--- config.mk ---
export PLATFORM = sky130hd
export DESIGN_NAME = uart_tx_param
export DESIGN_NICKNAME = d
export VERILOG_FILES = /design/src/rtl/uart_pkg.sv /design/src/rtl/uart_fifo.sv /design/src/rtl/uart_tx_param.sv
export SDC_FILE = /design/constraint.sdc
export NUM_CORES = 1
export LEC_CHECK = 0
export CAP_MARGIN = 5
export CORE_ASPECT_RATIO = 0.9
export CORE_MARGIN = 3
export CORE_UTILIZATION = 45
export DETAILED_ROUTE_END_ITERATION = 6
export GPL_TIMING_DRIVEN = 0
export PLACE_DENSITY = 0.58
export REMOVE_ABC_BUFFERS = 1
export SKIP_LAST_GASP = 1
export SLEW_MARGIN = 20
export SYNTH_ARGS = -nofsm -noshare
export SYNTH_HDL_FRONTEND = slang
export SYNTH_SLANG_ARGS = --single-unit
--- constraint.sdc ---
create_clock -name clk -period 3.59 [get_ports clk]
set_input_delay 0.359 -clock clk [delete_from_list [all_inputs] [get_ports clk]]
set_output_delay 0.359 -clock clk [all_outputs]
set_load 0.02 [all_outputs]
--- src/rtl/uart_pkg.sv ---
// Shared constants, state encoding and elaboration-time helpers for the
// parametrised UART transmitter.
package uart_pkg;

    localparam int PARITY_NONE = 0;
    localparam int PARITY_ODD  = 1;
    localparam int PARITY_EVEN = 2;

    typedef logic [2:0] state_t;

    localparam state_t ST_IDLE   = 3'd0;
    localparam state_t ST_START  = 3'd1;
    localparam state_t ST_DATA   = 3'd2;
    localparam state_t ST_PARITY = 3'd3;
    localparam state_t ST_STOP   = 3'd4;

    // Clocks per bit, rounded to nearest.
    function automatic int calc_div(input int clk_hz, input int baud);
        return (clk_hz + baud / 2) / baud;
    endfunction

    function automatic int clog2(input int value);
        int r;
        int v;
        r = 0;
        v = value - 1;
        while (v > 0) begin
            r++;
            v = v >> 1;
        end
        return r;
    endfunction

endpackage

--- src/rtl/uart_fifo.sv ---
// Synchronous FIFO buffering words between the producer port and the UART
// serialiser. Full pushes and empty pops are ignored.
module uart_fifo
    import uart_pkg::*;
#(
    parameter int  WIDTH = 8,
    parameter int  DEPTH = 16,
    localparam int AW    = clog2(DEPTH)
) (
    input  logic             clk,
    input  logic             rst_n,
    input  logic             i_push,
    input  logic [WIDTH-1:0] i_data,
    input  logic             i_pop,
    output logic [WIDTH-1:0] o_data,
    output logic [AW:0]      o_level,
    output logic             o_full,
    output logic             o_empty
);

    localparam logic [AW:0]   FULL_LVL = (AW + 1)'(DEPTH);
    localparam logic [AW:0]   LVL_ONE  = (AW + 1)'(1);
    localparam logic [AW-1:0] PTR_ONE  = AW'(1);

    generate
        if (DEPTH < 2 || (DEPTH & (DEPTH - 1)) != 0) begin : g_depth_check
            $error("uart_fifo: DEPTH must be a power of two and at least 2");
        end
    endgenerate

    logic [WIDTH-1:0] r_mem [DEPTH];
    logic [AW-1:0]    r_wr_ptr;
    logic [AW-1:0]    r_rd_ptr;
    logic [AW:0]      r_level;
    logic             w_push;
    logic             w_pop;

    assign o_full  = (r_level == FULL_LVL);
    assign o_empty = (r_level == '0);
    assign w_push  = i_push && !o_full;
    assign w_pop   = i_pop && !o_empty;
    assign o_data  = r_mem[r_rd_ptr];
    assign o_level = r_level;

    // Pointers wrap naturally since DEPTH is a power of two.
    always_ff @(posedge clk or negedge rst_n) begin
        if (!rst_n) begin
            r_wr_ptr <= '0;
            r_rd_ptr <= '0;
            r_level  <= '0;
        end else begin
            if (w_push) begin
                r_wr_ptr <= r_wr_ptr + PTR_ONE;
            end
            if (w_pop) begin
                r_rd_ptr <= r_rd_ptr + PTR_ONE;
            end
            case ({w_push, w_pop})
                2'b10:   r_level <= r_level + LVL_ONE;
                2'b01:   r_level <= r_level - LVL_ONE;
                default: r_level <= r_level;
            endcase
        end
    end

    always_ff @(posedge clk) begin
        if (w_push) begin
            r_mem[r_wr_ptr] <= i_data;
        end
    end

endmodule

--- src/rtl/uart_tx_param.sv ---
// Parametrised UART transmitter: valid/ready input into a FIFO, then a
// start/data/parity/stop serialiser driving a registered tx line.
module uart_tx_param
    import uart_pkg::*;
#(
    parameter int  CLK_HZ     = 12000000,
    parameter int  BAUD       = 115200,
    parameter int  DATA_BITS  = 8,
    parameter int  PARITY     = 0,
    parameter int  STOP_BITS  = 1,
    parameter int  FIFO_DEPTH = 16,
    localparam int LW         = clog2(FIFO_DEPTH) + 1
) (
    input  logic                 clk,
    input  logic                 reset,
    input  logic [DATA_BITS-1:0] in_data,
    input  logic                 in_valid,
    output logic                 in_ready,
    output logic                 tx,
    output logic                 busy,
    output logic [LW-1:0]        fifo_level
);

    localparam int             DIV       = calc_div(CLK_HZ, BAUD);
    localparam int             CW        = clog2(DIV);
    localparam int             BW        = clog2(DATA_BITS);
    localparam logic [CW-1:0]  LAST_CNT  = CW'(DIV - 1);
    localparam logic [BW-1:0]  LAST_BIT  = BW'(DATA_BITS - 1);
    localparam logic           LAST_STOP = (STOP_BITS == 2);

    generate
        if (DIV < 4) begin : g_div_check
            $error("uart_tx_param: clocks per bit must be at least 4");
        end
        if (DATA_BITS < 5 || DATA_BITS > 9) begin : g_data_check
            $error("uart_tx_param: DATA_BITS must be 5..9");
        end
        if (PARITY != PARITY_NONE && PARITY != PARITY_ODD && PARITY != PARITY_EVEN) begin : g_par_check
            $error("uart_tx_param: PARITY must be 0, 1 or 2");
        end
        if (STOP_BITS != 1 && STOP_BITS != 2) begin : g_stop_check
            $error("uart_tx_param: STOP_BITS must be 1 or 2");
        end
    endgenerate

    state_t               r_state;
    logic [CW-1:0]        r_baud_cnt;
    logic [BW-1:0]        r_bit_idx;
    logic                 r_stop_idx;
    logic [DATA_BITS-1:0] r_shift;
    logic                 r_parity;
    logic                 r_tx;

    logic                 w_push;
    logic                 w_pop;
    logic                 w_bit_end;
    logic                 w_stop_done;
    logic                 w_fifo_full;
    logic                 w_fifo_empty;
    logic [DATA_BITS-1:0] w_fifo_data;

    function automatic logic parity_bit(input logic [DATA_BITS-1:0] d);
        return (PARITY == PARITY_ODD) ? ~(^d) : (^d);
    endfunction

    uart_fifo #(
        .WIDTH (DATA_BITS),
        .DEPTH (FIFO_DEPTH)
    ) u_fifo (
        .clk     (clk),
        .rst_n   (reset),
        .i_push  (w_push),
        .i_data  (in_data),
        .i_pop   (w_pop),
        .o_data  (w_fifo_data),
        .o_level (fifo_level),
        .o_full  (w_fifo_full),
        .o_empty (w_fifo_empty)
    );

    assign in_ready    = !w_fifo_full;
    assign w_push      = in_valid && in_ready;
    assign w_bit_end   = (r_baud_cnt == LAST_CNT);
    assign w_stop_done = (r_state == ST_STOP) && w_bit_end && (r_stop_idx == LAST_STOP);
    // Pop from idle, or at the end of the last stop bit for gap-free frames.
    assign w_pop       = !w_fifo_empty && ((r_state == ST_IDLE) || w_stop_done);
    assign busy        = (r_state != ST_IDLE) || !w_fifo_empty;
    assign tx          = r_tx;

    always_ff @(posedge clk or negedge reset) begin
        if (!reset) begin
            r_state    <= ST_IDLE;
            r_baud_cnt <= '0;
            r_bit_idx  <= '0;
            r_stop_idx <= 1'b0;
            r_shift    <= '0;
            r_parity   <= 1'b0;
            r_tx       <= 1'b1;
        end else begin
            r_baud_cnt <= (r_state == ST_IDLE || w_bit_end) ? '0 : r_baud_cnt + CW'(1);
            case (r_state)
                ST_IDLE: begin
                    if (w_pop) begin
                        r_shift  <= w_fifo_data;
                        r_parity <= parity_bit(w_fifo_data);
                        r_tx     <= 1'b0;
                        r_state  <= ST_START;
                    end
                end
                ST_START: begin
                    if (w_bit_end) begin
                        r_tx      <= r_shift[0];
                        r_shift   <= r_shift >> 1;
                        r_bit_idx <= '0;
                        r_state   <= ST_DATA;
                    end
                end
                ST_DATA: begin
                    if (w_bit_end) begin
                        if (r_bit_idx == LAST_BIT) begin
                            if (PARITY != PARITY_NONE) begin
                                r_tx    <= r_parity;
                                r_state <= ST_PARITY;
                            end else begin
                                r_tx       <= 1'b1;
                                r_stop_idx <= 1'b0;
                                r_state    <= ST_STOP;
                            end
                        end else begin
                            r_tx      <= r_shift[0];
                            r_shift   <= r_shift >> 1;
                            r_bit_idx <= r_bit_idx + BW'(1);
                        end
                    end
                end
                ST_PARITY: begin
                    if (w_bit_end) begin
                        r_tx       <= 1'b1;
                        r_stop_idx <= 1'b0;
                        r_state    <= ST_STOP;
                    end
                end
                ST_STOP: begin
                    if (w_bit_end) begin
                        if (r_stop_idx == LAST_STOP) begin
                            if (w_pop) begin
                                r_shift  <= w_fifo_data;
                                r_parity <= parity_bit(w_fifo_data);
                                r_tx     <= 1'b0;
                                r_state  <= ST_START;
                            end else begin
                                r_state <= ST_IDLE;
                            end
                        end else begin
                            r_stop_idx <= 1'b1;
                        end
                    end
                end
                default: begin
                    r_tx    <= 1'b1;
                    r_state <= ST_IDLE;
                end
            endcase
        end
    end

endmodule

# Yosys cells after proc, flatten, opt, wreduce, memory -nomap -nowiden
# Memories as Yosys holds them, arrays and structs flattened.
# Index checks and enable logic that the tools add are counted.
[op_classes]
addsub = 6
n_eq_ne = 17
n_mux = 38
bitwise_logic = 1
n_reduce_logical = 23
[ops]
columns = ["cell", "n"]
rows = [
  ["2-to-1 mux 8 bit", 6],
  ["one-hot mux 8 bit (4 select lines)", 1],
  ["2-to-1 mux 3 bit", 10],
  ["2-to-1 mux 1 bit", 15],
  ["one-hot mux 3 bit (5 select lines)", 1],
  ["inequality test 2 bit (second input constant)", 7],
  ["one-hot mux 5 bit (2 select lines)", 1],
  ["AND reduction 5 bit", 2],
  ["adder 4 x 1 -> 4 bit (second input constant)", 2],
  ["adder 7 x 1 -> 7 bit (second input constant)", 1],
  ["equality test 7 bit (second input constant)", 1],
  ["2-to-1 mux 7 bit", 1],
  ["AND reduction 7 bit", 1],
  ["equality test 3 x 2 -> 1 bit (second input constant)", 2],
  ["equality test 3 bit (second input constant)", 2],
  ["logical AND 1 bit", 6],
  ["one-hot mux 3 bit (2 select lines)", 1],
  ["AND reduction 6 bit", 1],
  ["nonzero test 3 bit", 2],
  ["adder 5 x 1 -> 5 bit (second input constant)", 1],
  ["equality test 5 bit (second input constant)", 1],
  ["zero test 5 bit", 1],
  ["one-hot mux 1 bit (5 select lines)", 1],
  ["subtractor 5 x 1 -> 5 bit (second input constant)", 1],
  ["other kinds (13)", 17],
]
[totals]
ff_bits = 36
ram_bits = 128
in_bits = 11
out_inout_bits = 8
mem_count = 1
[mem_list]
columns = ["memory", "words", "word_bits", "read_ports", "rd_ports_with_merged_regs", "wr", "line", "text"]
rows = [
  ["u_fifo.r_mem", 16, 8, 1, 0, 1, "uart_fifo.sv:31", "logic [WIDTH-1:0] r_mem [DEPTH];"],
]

# Depth between registers and ports, before layout
[depth]
word_depth = 9
depth_mapped = 14

# By module
# A second synthesis with hierarchy kept.
[hier_totals]
hier_cells = 434
hier_area_um2 = 6970.4
[by_module_without_submodules]
columns = ["mod", "n_inst", "cells_per_inst", "area_per_inst_um2", "seq_area_each_um2"]
rows = [
  ["uart_fifo", 1, 332, 5779.3, 4169.0],
  ["uart_tx_param", 1, 102, 1191.1, 551.8],
]

# Worst setup path after synthesis
# No wires, ideal clock.
[synth_timing]
path_kind = "reg2reg"
from = "reg r_baud_cnt[0]"
to = "reg u_fifo.r_level[4] (netlist: u_fifo.o_level[4])"
setup_time_ns = 0.081
arrival_time_ns = 3.021
setup_slack_ns = 0.489
path_stages_with_launch = 13
period_less_slack_ns = 3.101
cell_sequence = "dfrtp_1 > ha_1 > and3_2 > a31oi_1 > nor3_1 > ha_1 > xor2_1 > ha_1 > o21a_1 > o221a_2 > or3_1 > a21oi_1 > xor2_1"
[synth_between]
elab_chain_len = 8
word_cells_on_any_way = 10
[synth_rtl]
columns = ["element", "line", "text"]
rows = [
  ["from (decl)", "uart_tx_param.sv:47", "logic [CW-1:0] r_baud_cnt;"],
  ["from (signal assigned)", "uart_tx_param.sv:100", "r_baud_cnt <= (r_state == ST_IDLE || w_bit_end) ? '0 : r_baud_cnt + CW'(1);"],
  ["equality test 7 bit (*)", "uart_tx_param.sv:83", "assign w_bit_end = (r_baud_cnt == LAST_CNT);"],
  ["logical AND 1 bit (*) (2 in a row)", "uart_tx_param.sv:84", "assign w_stop_done = (r_state == ST_STOP) && w_bit_end && (r_stop_idx == LAST_STOP);"],
  ["logical OR 1 bit (*)", "uart_tx_param.sv:86", "assign w_pop = !w_fifo_empty && ((r_state == ST_IDLE) || w_stop_done);"],
  ["logical AND 1 bit (*)", "uart_tx_param.sv:86", ""],
  ["logical AND 1 bit (*)", "uart_fifo.sv:41", "assign w_pop = i_pop && !o_empty;"],
  ["via u_fifo.w_pop", "uart_fifo.sv:36", "logic w_pop;"],
  ["equality test 2 x 1 -> 1 bit / equality test 2 bit (equally long branches)", "uart_fifo.sv:58", "case ({w_push, w_pop})"],
  ["one-hot mux 5 bit (2 select lines) / nonzero test 2 bit (equally long branches)", "n/a", ""],
  ["to (signal assigned)", "uart_fifo.sv:59", "2'b10: r_level <= r_level + LVL_ONE;"],
  ["to (signal assigned)", "uart_fifo.sv:60", "2'b01: r_level <= r_level - LVL_ONE;"],
  ["to (signal assigned)", "uart_fifo.sv:61", "default: r_level <= r_level;"],
  ["to (decl)", "uart_fifo.sv:34", "logic [AW:0] r_level;"],
]
# Mark *: on every way through the listed nets, which the timed path passes. The rest lies on a longest branch.
# A chain may end at the register's enable or synchronous reset.

# Worst setup path in the final report
[layout_timing]
from = "reg u_fifo.r_level[1] (netlist: u_fifo.o_level[1])"
to = "reg u_fifo.r_level[4] (netlist: u_fifo.o_level[4])"
[layout_between]
elab_chain_len = 6
word_cells_on_any_way = 14
[layout_rtl]
columns = ["element", "line", "text"]
rows = [
  ["zero test 5 bit (*)", "uart_fifo.sv:39", "assign o_empty = (r_level == '0);"],
  ["zero test 1 bit (*)", "uart_fifo.sv:41, uart_tx_param.sv:86", ""],
  ["logical AND 1 bit", "uart_tx_param.sv:86", ""],
  ["logical AND 1 bit (*)", "uart_fifo.sv:41", ""],
  ["via u_fifo.w_pop", "uart_fifo.sv:36", ""],
  ["equality test 2 x 1 -> 1 bit / equality test 2 bit (equally long branches)", "uart_fifo.sv:58", ""],
  ["one-hot mux 5 bit (2 select lines) / nonzero test 2 bit (equally long branches)", "n/a", ""],
]
# Marked as above.

==> summary.txt <==
Drt
  • DRT Wirelength: 13470 um
  • DRC violations left: 0
  • Vias: 3698
  • Post-DRT Antenna Nets: 0
  • WL per Instance: 20.13 um
  • DRT Pass-1 Iters: 4
  • DR iter-0 viols: around 260
  • Routed vias/inst: 5.528

Worst setup path
  • Critical Path End Type: register
  • Worst setup path startpoint: u_fifo.o_level[1]$_DFFE_PN0P_
  • Crit Path Category: register to register
  • Reg2reg start: u_fifo.o_level[1]$_DFFE_PN0P_
  • Crit Path Max Fanout: 8
  • Critical Path AT: 3.56 ns
  • Worst setup SP type: register
  • Setup slack, reg-to-reg: roughly 0.38 ns
  • WP data required: 3.93 ns
  • Critical path capture point: u_fifo.o_level[4]$_DFFE_PN0P_
  • Cells on worst reg2reg path: 11
  • Worst R2R End: u_fifo.o_level[4]$_DFFE_PN0P_

Timing
  • Worst slew pin tran: 1.050 ns
  • Max Slew Vio Count: 0
  • Setup TNS after final layout: 0 ns
  • Hold Vio Cnt, Final: 0
  • Final setup vio count: 0
  • Max Freq: 311.2 MHz
  • Fin crit share: between 80% and 90%
  • Minimum hold slack: a little over 0.3 ns
  • Slew margin rel.: between 20% and 30%
  • Setup clock skew after layout: 0.01193 ns
  • RSZ-0062 raised after global routing: no
  • Tmin final: 3.214 ns

Global routing
  • Overall routing resource usage: between 15 and 20%
  • Grt total ovfl: 0
  • Vias in the first global route: 3684
  • GRT met1 Usage: 24.28%
  • Global-route wire length before repair: 21090 um
  • GR peak layer: met2
  • M2 GR Usage: 25.89%
  • Largest net degree at the start of global routing: 32
  • Initial antenna violation count: 0
  • Grt met3 use: 4.841%

Flow run
  • Max cap viols: 0

Placed design
  • Port-buffer cells: 18
  • Routability Congestion: 0.7948
  • Placed instance area: 7323 um^2
  • DP HPWL: 8687 um

Floorplan
  • Initial Util: 46.38%
  • Core Area: 14870 um^2
  • Row cnt: 42
  • Height of the chip: 123.5 um
  • Die area: 16850 um^2
  • # IOs: 19
  • Die W: 136.5 um

Clocking
  • H-tree depth: 4
  • Clock Sinks: approximately 160
  • Clock-pin slew on the worst setup and hold paths: 0.06 ns
  • CTS buffer count: 17
  • Number of post-CTS setup repair buffers: 0
  • Worst-skew pair later-pin latency: 0.43 ns
  • Longest Clk Path Bufs: 2
  • CTS tree: done
  • Root Driver: clkbuf_16

Pwr
  • Static leakage: 0.002866 uW
  • P per Cell Area: 779.9 nW/um^2
  • Final Total Pwr: 6235 uW
  • Worst IR Drop VDD: around 0.00042 V

Synthesis
  • Area share of the largest cell type after synthesis: 55.72%
  • Synth warn: 0
  • Mapped Area: 6898 um^2
  • Ys flop type: edfxtp_1
  • Area contributors post-synth: edfxtp_1 (56%), dfrtp_1 (12%), mux4_2 (6.2%)
  • Asr flop ratio synth: 21.47%
  • EDFF count, synth: 128
  • Sequential-to-total area share from yosys stat: 68.44%
  • Post-Syn Instances: 434
  • Dominant cell type by area after synthesis: edfxtp_1
  • Seq cells post-synth: 163
  • Avg Synthesized Cell Area: 15.89 um^2
  • Distinct cells, synth: 48

Layout
  • Diode count: 0
  • Area growth, synth to finish: 15.91%
  • Share of layout cells above drive strength 1: 18.05%
  • Core Util, Final: 53.76%
  • Nets: 481
  • Final instance area: 7995 um^2
  • Most frequent cells in the layout: edfxtp_1 (128), mux2i_1 (36), dfrtp_1 (33)
  • Commonest non-fill, non-tap cell in the layout: edfxtp_1

Status
  • Status: completed

Min path
  • Worst Hold Class: input port to async pin
[area by class of cell]
cell class,instances,area [um^2]
inverters,9,33.78
repair buffers,25,262.8
well taps,198,247.7
clock inverters,10,180.2
flip-flops and latches,163,4725
clock buffers,22,464.2
fillers,1160,6877
multi-input cells,242,2082
[sequential cells by signal, summed over array words and instances, names as in the netlist]
| name | cells |
|---|---|
| r_baud_cnt | 7 |
| r_bit_idx | 3 |
| r_shift | 8 |
| r_state | 3 |
| tx | 1 |
| u_fifo.o_level | 5 |
| u_fifo.r_mem | 128 |
| u_fifo.r_rd_ptr | 4 |
| u_fifo.r_wr_ptr | 4 |
[metrics by stage]
| stage | std cells | setup WS (ns) |
|---|---|---|
| after floorplan | 414 | 0.4433 |
| after global placement | 630 | -0.3300 |
| after detailed placement | 636 | -0.1283 |
| after CTS | 669 | 0.1766 |
| after global routing | 669 | 0.1650 |
| final | 669 | 0.3763 |
[power breakdown]
group	internal (uW)	switching, uW
registers	2340	360
clock network	1270	694
logic	774	795
total	4390	1850
[how the worst min path moves through the flow]
stage                            start                             end  slack (ns)  depth (start not counted)
2_1_floorplan                    reset         r_baud_cnt[0]$_DFF_PN0_        0.06                          0
3_3_place_gp   r_baud_cnt[0]$_DFF_PN0_         r_baud_cnt[0]$_DFF_PN0_        0.44                          1
3_5_place_dp                     reset   u_fifo.o_level[2]$_DFFE_PN0P_        0.20                          1
4_1_cts                          reset  u_fifo.r_rd_ptr[1]$_DFFE_PN0P_        0.28                          2
5_1_grt                          reset  u_fifo.r_rd_ptr[1]$_DFFE_PN0P_        0.30                          2
6_report                         reset  u_fifo.r_rd_ptr[2]$_DFFE_PN0P_        0.30                          2
[synth_stat cells (all sizes together) (3+ instances only)]
library cell,instances
dfrtp,34
xnor2,10
edfxtp,128
buf,15
o221ai,7
a21oi,6
xor2,6
and3,3
nor2b,3
clkbuf,5
mux2i,36
inv,9
a22oi,17
nand3,5
ha,12
mux2,9
nor2,31
or2,3
nand2,30
o21ai,11
mux4,19
nor3,8
nand2b,3
[per-layer routing]
layer | vias to the layer above | wire (um)
met5 | - | 0
met4 | 0 | 310
met3 | 18 | 757
met2 | 79 | 6327
met1 | 1890 | 6070
li1 | 1711 | -
[cells by family (layout without fill, tap and decap cells)]
logic type,count (synthesis),in the layout,synth area share (%)
fa+ha+maj,12,12,2.177
xor+xnor,16,16,2.031
mux,64,64,12.90
buf+inv,29,66,1.923
simple gates,96,96,6.548
compound gates,54,54,5.986
flops,163,163,68.44
[critical path: stages, from the launching register on]
cell and delay, ns:
dfrtp_1 0.47, or4_4 0.61, o21bai_4 0.18, nor3_4 0.09, ha_1 0.27, xor2_1 0.15, ha_1 0.21, o21a_1 0.18
o221a_2 0.27, or3_1 0.31, a21oi_1 0.22, xor2_1 0.17
[timing repair]
item                       4_1_cts  5_1_grt
setup endpoints to repair        1        1
hold endpoints to repair        34        0
hold buffers                     1        0
resized for setup                1        2
Power figures use the tool's default switching activity.
